File: src/rtl/i2s_pkg.sv
// Shared defaults and the stereo sample type for the I2S transmit path.
package i2s_pkg;
  localparam int I2S_DATA_W   = 24;
  localparam int I2S_SLOT_W   = 32;
  localparam int I2S_BCLK_DIV = 4;

  typedef struct packed {
    logic [I2S_DATA_W-1:0] left;
    logic [I2S_DATA_W-1:0] right;
  } stereo_sample_t;
endpackage

File: src/rtl/i2s_bit_timer.sv
// BCLK/LRCLK timebase. The first enabled edge after an idle period is a frame
// start, so every enable rise begins at left slot bit 0.
module i2s_bit_timer
  import i2s_pkg::*;
#(
  parameter int SLOT_W   = I2S_SLOT_W,
  parameter int BCLK_DIV = I2S_BCLK_DIV,
  localparam int BIT_W   = $clog2(2*SLOT_W)
) (
  input  logic             clk,
  input  logic             rst_n,
  input  logic             en_i,
  output logic             bclk_o,
  output logic             lrclk_o,
  output logic             bit_fall_o,
  output logic             frame_start_o,
  output logic [BIT_W-1:0] bit_nxt_o
);
  localparam int DIV_W = $clog2(BCLK_DIV);
  localparam logic [DIV_W-1:0] DIV_LAST = DIV_W'(BCLK_DIV-1);
  localparam logic [DIV_W-1:0] DIV_HALF = DIV_W'(BCLK_DIV/2);
  localparam logic [BIT_W-1:0] BIT_LAST = BIT_W'(2*SLOT_W-1);
  localparam logic [BIT_W-1:0] BIT_HALF = BIT_W'(SLOT_W);

  logic [DIV_W-1:0] r_div_cnt, w_div_nxt;
  logic [BIT_W-1:0] r_bit_cnt, w_bit_nxt;
  logic             r_run, r_bclk, r_lrclk, w_wrap;

  assign w_wrap        = ~r_run | (r_div_cnt == DIV_LAST);
  assign bit_fall_o    = en_i & w_wrap;
  assign frame_start_o = en_i & (~r_run | (w_wrap & (r_bit_cnt == BIT_LAST)));
  assign w_div_nxt     = w_wrap ? '0 : r_div_cnt + DIV_W'(1);
  assign w_bit_nxt     = ~r_run ? '0 :
                         ~w_wrap ? r_bit_cnt :
                         (r_bit_cnt == BIT_LAST) ? '0 : r_bit_cnt + BIT_W'(1);
  assign bit_nxt_o     = w_bit_nxt;
  assign bclk_o        = r_bclk;
  assign lrclk_o       = r_lrclk;

  always_ff @(posedge clk or negedge rst_n) begin
    if (!rst_n) begin
      r_run     <= 1'b0;
      r_div_cnt <= '0;
      r_bit_cnt <= '0;
      r_bclk    <= 1'b0;
      r_lrclk   <= 1'b0;
    end else if (!en_i) begin
      r_run     <= 1'b0;
      r_div_cnt <= '0;
      r_bit_cnt <= '0;
      r_bclk    <= 1'b0;
      r_lrclk   <= 1'b0;
    end else begin
      r_run     <= 1'b1;
      r_div_cnt <= w_div_nxt;
      r_bit_cnt <= w_bit_nxt;
      r_bclk    <= (w_div_nxt >= DIV_HALF);
      r_lrclk   <= (w_bit_nxt >= BIT_HALF);
    end
  end
endmodule

File: src/rtl/i2s_tx.sv
// I2S transmitter: double-buffered stereo samples serialised MSB first with a
// one-BCLK delay. Define I2S_TX_HOLD_LAST_EN to repeat the last frame on underrun.
module i2s_tx
  import i2s_pkg::*;
#(
  parameter int DATA_W   = I2S_DATA_W,
  parameter int SLOT_W   = I2S_SLOT_W,
  parameter int BCLK_DIV = I2S_BCLK_DIV
) (
  input  logic              clk,
  input  logic              rst_n,
  input  logic              en_i,
  input  logic              s_valid_i,
  output logic              s_ready_o,
  input  logic [DATA_W-1:0] s_left_i,
  input  logic [DATA_W-1:0] s_right_i,
  output logic              bclk_o,
  output logic              lrclk_o,
  output logic              sdata_o,
  output logic              frame_o,
  output logic              underrun_o
);
  localparam int BIT_W = $clog2(2*SLOT_W);

  typedef struct packed {
    logic [DATA_W-1:0] left;
    logic [DATA_W-1:0] right;
  } sample_t;

  sample_t          r_pend, r_active;
  logic             r_pend_full, r_ready, r_armed, r_sdata, r_frame, r_underrun;
  logic             w_en, w_xfer, w_bit_fall, w_frame_start, w_sdata_nxt;
  logic [BIT_W-1:0] w_bit_nxt;
  logic [DATA_W-1:0] w_word, w_shift;
  int               w_slot, w_k;

  // Hold the timebase idle for the first edge out of reset so ready rises first.
  assign w_en   = en_i & r_armed;
  assign w_xfer = s_valid_i & r_ready;

  i2s_bit_timer #(.SLOT_W(SLOT_W), .BCLK_DIV(BCLK_DIV)) u_timer (
    .clk          (clk),
    .rst_n        (rst_n),
    .en_i         (w_en),
    .bclk_o       (bclk_o),
    .lrclk_o      (lrclk_o),
    .bit_fall_o   (w_bit_fall),
    .frame_start_o(w_frame_start),
    .bit_nxt_o    (w_bit_nxt)
  );

  always_comb begin
    w_slot      = int'(w_bit_nxt) % SLOT_W;
    w_k         = w_slot - 1;
    w_word      = (int'(w_bit_nxt) < SLOT_W) ? r_active.left : r_active.right;
    w_shift     = '0;
    w_sdata_nxt = 1'b0;
    if (w_k >= 0 && w_k < DATA_W) begin
      w_shift     = w_word << w_k;
      w_sdata_nxt = w_shift[DATA_W-1];
    end
  end

  always_ff @(posedge clk or negedge rst_n) begin
    if (!rst_n) begin
      r_armed     <= 1'b0;
      r_ready     <= 1'b0;
      r_pend      <= '0;
      r_pend_full <= 1'b0;
      r_active    <= '0;
      r_sdata     <= 1'b0;
      r_frame     <= 1'b0;
      r_underrun  <= 1'b0;
    end else begin
      r_armed    <= 1'b1;
      r_frame    <= w_frame_start;
      r_underrun <= w_frame_start & ~r_pend_full;
      if (w_xfer) r_pend <= '{left: s_left_i, right: s_right_i};
      r_pend_full <= w_xfer | (r_pend_full & ~w_frame_start);
      // Stays low for the consuming edge; reasserts one edge later.
      r_ready     <= ~(w_xfer | r_pend_full);

      if (!w_en) begin
        r_active <= '0;
      end else if (w_frame_start) begin
        if (r_pend_full) r_active <= r_pend;
`ifdef I2S_TX_HOLD_LAST_EN
        else r_active <= r_active;
`else
        else r_active <= '0;
`endif
      end

      if (!w_en)           r_sdata <= 1'b0;
      else if (w_bit_fall) r_sdata <= w_sdata_nxt;
    end
  end

  assign s_ready_o  = r_ready;
  assign sdata_o    = r_sdata;
  assign frame_o    = r_frame;
  assign underrun_o = r_underrun;
endmodule

File: config.mk
export PLATFORM = sky130hd
export DESIGN_NAME = i2s_tx
export DESIGN_NICKNAME = d
export VERILOG_FILES = /design/src/rtl/i2s_pkg.sv /design/src/rtl/i2s_bit_timer.sv /design/src/rtl/i2s_tx.sv
export SDC_FILE = /design/constraint.sdc
export NUM_CORES = 1
export LEC_CHECK = 0
export ABC_AREA = 1
export CAP_MARGIN = 20
export CORE_UTILIZATION = 25
export CTS_BUF_LIST = sky130_fd_sc_hd__clkbuf_4 sky130_fd_sc_hd__clkbuf_8 sky130_fd_sc_hd__clkbuf_16
export CTS_CLUSTER_DIAMETER = 200
export DETAILED_ROUTE_END_ITERATION = 7
export PLACE_DENSITY_LB_ADDON = 0.15
export SLEW_MARGIN = 20
export SYNTH_ARGS = -nofsm -noshare
export SYNTH_HDL_FRONTEND = slang
export SYNTH_SLANG_ARGS = --single-unit
File: constraint.sdc
create_clock -name clk -period 3 [get_ports clk]
set_clock_uncertainty 0.15 [all_clocks]
set_input_delay 0.45 -clock clk [delete_from_list [all_inputs] [get_ports clk]]
set_output_delay 0.45 -clock clk [all_outputs]
set_load 0.01 [all_outputs]
* Yosys cells after proc, flatten, opt, wreduce, memory -nomap -nowiden
Cells that the tools add are included.
W data, S select, Z words.
** Word-level totals
- Register bits after elaboration :: 113
- Latch bits :: 0
- Memory bits (writable) :: 0
- ROM bits :: 0
- Input bits :: 52
- Output and inout port bits :: 6
- Logic and storage cells :: 60
- Memories :: 0
** Operators by class
- $add $sub $neg :: 3
- $mul :: 0
- Divide/modulo/power cells :: 0
- Magnitude comparators :: 5
- Eq/ne operators :: 4
- Shift-type cells :: 1
- Muxes and demuxes :: 16
- Bitwise operators :: 15
- Reductions and logical operators :: 1
** Operators by type and width (number)
- $mux W48 :: 3
- $shl A24 B32 Y24 :: 1
- $mux W24 :: 1
- $mux W6 :: 4
- $lt A6 B6 Y1 const B :: 2
- $and A1 B1 Y1 :: 7
- $add A6 B1 Y6 const B :: 1
- $eq A6 B6 Y1 const B :: 1
- $ge A6 B1 Y1 const B :: 1
- $ge A6 B6 Y1 const B :: 1
- $mux W1 :: 6
- $sub A5 B1 Y6 const B :: 1
- $mux W2 :: 2
- $ne A2 B2 Y1 const B :: 2
- $not A1 Y1 :: 4
- $or A1 B1 Y1 :: 4
- $add A2 B1 Y2 const B :: 1
- $eq A2 B2 Y1 const B :: 1
- $ge A2 B2 Y1 const B :: 1
- $logic_and A1 B1 Y1 :: 1

* Depth between registers and ports, before layout
- Depth after elaboration :: 10
- Gate-level depth with buffers :: 19
- Gate-level depth less buffers :: 18

* By module
Synthesis repeated with hierarchy kept, for this count alone.
** Second synthesis, totals
- Cells, all modules :: 535
- Area, all modules :: 5144.9 sq um
** Modules (own cells, without submodules)
- i2s_tx :: times used 1, cells each 464, area each 4579.4 sq um, seq. area each 2552.4 sq um
- i2s_bit_timer :: times used 1, cells each 71, area each 565.5 sq um, seq. area each 275.3 sq um

* Worst setup path before layout
OpenSTA, ideal clock, no wires.
- Path type :: reg-to-reg
- From :: register u_timer.r_div_cnt[0]
- To :: register r_sdata, in the netlist sdata_o
- Library setup time :: 117 ps
- Arrival :: 2256 ps
- Required time :: 2733 ps
- Path slack :: 477 ps
- Stages on the path, launching flop included :: 20
- Path buffers :: 1
- Period minus slack after synthesis :: 2523 ps
- Cell sequence :: dfrtp_1 ha_1 inv_2 nand2_2 nand2_1 nand2_2 nor3_4 inv_2 buf_4 ha_1 nand2_1 inv_1 nor2_1 inv_1 nand3_1 nand2_1 nand2_1 nand3_1 nand2_1 nand2_1
** On the way
- Cells in the longest elaborated chain, start to end :: 10
- Elaborated cells between the ends (all ways) :: 16
- Those cells by class :: 1 x add/sub; 3 x order compare; 2 x eq/ne; 1 x shift; 6 x mux; 2 x bitwise; 1 x reduce/logical
** RTL lines
- from (decl) :: RTL line i2s_bit_timer.sv:25 : logic [DIV_W-1:0] r_div_cnt, w_div_nxt;
- from (signal assigned) :: RTL line i2s_bit_timer.sv:55 : r_div_cnt <= w_div_nxt;
- $eq A2 B2 Y1 * :: RTL line i2s_bit_timer.sv:29 : assign w_wrap = ~r_run | (r_div_cnt == DIV_LAST);
- $or A1 B1 Y1 * :: RTL line i2s_bit_timer.sv:29
- $mux W6 :: RTL line i2s_bit_timer.sv:34 : ~w_wrap ? r_bit_cnt :
- $mux W6 :: RTL line i2s_bit_timer.sv:33 : assign w_bit_nxt = ~r_run ? '0 :
- $lt A6 B6 Y1 / $sub A5 B1 Y6 (equally long branches) :: RTL line i2s_tx.sv:55, i2s_tx.sv:54
- $mux W24, or another cell as far along :: RTL line i2s_tx.sv:55 : w_word = (int'(w_bit_nxt) < SLOT_W) ? r_active.left : r_active.right;
- $shl A24 B32 Y24 / $logic_and A1 B1 Y1 (equally long branches) :: RTL line i2s_tx.sv:59, i2s_tx.sv:58
- $mux W1 :: RTL line i2s_tx.sv:58 : if (w_k >= 0 && w_k < DATA_W) begin
- $mux W1 :: RTL line i2s_tx.sv:95 : else if (w_bit_fall) r_sdata <= w_sdata_nxt;
- $mux W1 :: RTL line i2s_tx.sv:94 : if (!w_en) r_sdata <= 1'b0;
- to (signal assigned) :: RTL line i2s_tx.sv:95
- to (decl) :: RTL line i2s_tx.sv:31 : logic r_pend_full, r_ready, r_armed, r_sdata, r_frame, r_underrun;
Mark *: on every way between the ends. The rest lies on a longest branch, timed or not. The select of a mux whose other input is x is not followed.
A chain may end at the register's enable or synchronous reset.

* Worst setup path in the final report
Ends and elaborated chain as after synthesis.

==> flow_summary.json <==
{
  "status": "finished, final reports clean",
  "post-place-ws_ns": 0.338,
  "die_h_um": 144,
  "hp-class": "reg2reg",
  "drt_iter0_drc": 220,
  "coreArea_um2": 19700,
  "root_buffer": "clkbuf_16",
  "layout-drive-gt1-share_pct": 18.6,
  "synth_seq_cells": 113,
  "internal_power_mw": 3.99,
  "drc": 0,
  "hold_start": "r_pend_full",
  "crit_path_start_kind": "flip-flop",
  "wl_um": 13100,
  "gp_congestion": 0.763,
  "timing.fmax_ghz": 0.385,
  "htreeDepth": 4,
  "rows": 51,
  "avgSynthCellArea_um2": 9.78,
  "synth_area_leader_cell": "dfrtp_1",
  "synth_edf_count": 0,
  "overflow": 0,
  "p_sw_share_pct": 25.6,
  "viasPerCell": 4.50,
  "max-vdd-ir-drop_mv": 0.357,
  "grt_first_pass_wirelength_um": 22100,
  "drv_slew": 0,
  "clock_latency_ns": 0.41,
  "p_seq_share_pct": 40.9,
  "area_growth_pct": 30.6,
  "ys_async_sr_fraction_pct": 100,
  "rr_startpoint": "u_timer.r_div_cnt[0]",
  "n_antenna_cell": 0,
  "critical_path_class": "reg2reg",
  "wl_per_cell_um": 15.3,
  "nets": 630,
  "antenna_found_initial": 0,
  "required_ns": 3.20,
  "synth_area_leaders": "dfrtp_1, nand3_1, mux2_2",
  "p_sw_mw": 1.37,
  "dieArea_um2": 20800,
  "fillers": 2048,
  "synthFlopType": "dfrtp_1",
  "setup_viol": 0,
  "cts.clk_slew.worst_paths_ns": 0.05,
  "synth_area_um2": 5060,
  "end_kind": "flip-flop",
  "worst_slack_ns": 0.399,
  "synth_cells": 518,
  "track_usage_pct": 14.1,
  "yosys-top-cells-count": "nand3_1, dfrtp_1, nand2_1",
  "dr_total_vias": 3837,
  "finalCritPeriodShare_pct": 86.7,
  "cp_max_fo": 14,
  "ant_nets": 0,
  "combPwrFrac_pct": 17.2,
  "hold_viol_final": 0,
  "fin_crit_ns": 2.60,
  "worstMarginPinSlew_ns": 0.671,
  "setup.worst_path.start": "u_timer.r_div_cnt[0]",
  "numCtsBuffers": 17,
  "die_x_um": 144,
  "leakage_nw": 3.02,
  "drtPass1Iterations": 4,
  "clock_sinks": 113,
  "maxCapViolCount": 0,
  "grt_max_degree": 67,
  "tritoncts": "done",
  "dp_hpwl_um": 8930,
  "rsz0062_at_grt": "false",
  "portBuffers": 57,
  "cp.arrival_ns": 2.80,
  "cts_setup_buffers": 0,
  "yosysUniqueCellTypes": 29,
  "ios": 58,
  "cts_max_path_buffers": 2,
  "p_clk_share_pct": 41.9,
  "synth_top_area_share_pct": 55.8,
  "synth_fp_nets": 574,
  "yosysWarnings": 0,
  "ys_seq_area_share_pct": 55.8,
  "synth_most_common_cell": "nand3_1",
  "p_per_area_nw_per_um2": 811,
  "slew_headroom_pct": 55.3,
  "tns_ns": 0,
  "start_util_pct": 25.8,
  "grt_pass1_vias": 4053
}
through the flow:
stage	instances	instance area [um^2]	util, %	total power [mW]	hold slack (ns)
3_3_place_gp	819	5940	30.2	3.14	0.277
5_1_grt	852	6620	33.7	5.68	0.303
6_report	852	6620	33.7	5.36	0.286
2_1_floorplan	518	5060	-	2.80	0.00441
4_1_cts	852	6610	33.6	5.46	0.295
3_5_place_dp	819	5940	30.2	3.16	0.287
cell type report:
cell class,count,area [um^2],area share (%)
flip-flops and latches,113,2830,42.7
multi-input cells,356,2030,30.7
repair buffers,72,708,10.7
clock buffers,22,482,7.28
well taps,265,332,5.01
clock inverters,10,180,2.72
inverters,14,52.6,0.794
kinds of logic after synthesis:
family / after synthesis / share of synthesized area (%)
fa+ha+maj: 4 / 0.988
simple gates: 291 / 26.7
flops: 113 / 55.8
mux: 48 / 10.7
xor+xnor: 3 / 0.519
other cells: 1 / 0.0741
compound gates: 9 / 0.988
buf+inv: 49 / 4.25
placed cells by master (no fill, tap or decap), drive strengths merged, types with 3 or more instances in the layout:
cell type,instances
dfrtp,113
nor2,25
nor3,3
clkbuf,22
inv,13
nand2,99
bufinv,5
buf,15
clkinv,4
o21ai,4
nand3,161
mux2,48
a21oi,3
ha,4
clkdlybuf4s50,56
critical path, cell delays in order (launching register included):
cell and delay (ns):
dfrtp_1 0.38, ha_1 0.27, inv_2 0.08, nand2_2 0.08
nand2_1 0.10, nand2_2 0.10, nor3_4 0.19, inv_2 0.16
ha_1 0.24, nand2_1 0.09, inv_1 0.05, nor2_2 0.14
inv_1 0.10, nand3_1 0.10, nand3_1 0.07, a21oi_1 0.13
nand2_1 0.06, nand2_1 0.05
metal layers:
layer / track usage, % / vias to the layer above / part of all wire (%)
met2: 22.5 / 59 / 47
met4: 5.32 / 0 / 1.4
met5: 0 / - / 0
met3: 3.54 / 14 / 3.1
met1: 18.5 / 1885 / 49
li1: - / 1879 / -
sequential cells by signal, indices dropped and copies added (netlist names), 2 cells and up:
name / flops
r_active: 48
r_pend: 48
u_timer.r_bit_cnt: 6
u_timer.r_div_cnt: 2
power groups by stage:
| stage | registers (mW) | clock network (mW) | logic, mW |
|---|---|---|---|
| after detailed placement | 2.22 | 0 | 0.941 |
| after CTS | 2.20 | 2.31 | 0.947 |
| after floorplan | 2.13 | 0 | 0.676 |
| final | 2.19 | 2.24 | 0.924 |
| after global placement | 2.22 | 0 | 0.922 |
| after global routing | 2.25 | 2.39 | 1.03 |
final timing paths:
check	cells past startpoint	to	slack, ns
min in group asynchronous	2	r_pend[3]	0.46
max	17	sdata_o	0.40
max in group asynchronous	3	r_active[34]	1.46
min reg2reg	1	s_ready_o	0.29
max reg2reg	17	sdata_o	0.40
min	1	s_ready_o	0.29
timing repair:
action | in CTS | in global routing
hold buffers | 1 | 0
setup endpoints to repair | 0 | 1
hold endpoints to repair | 47 | 0
resized for setup | 0 | 1
Power figures use the tool's default switching activity.
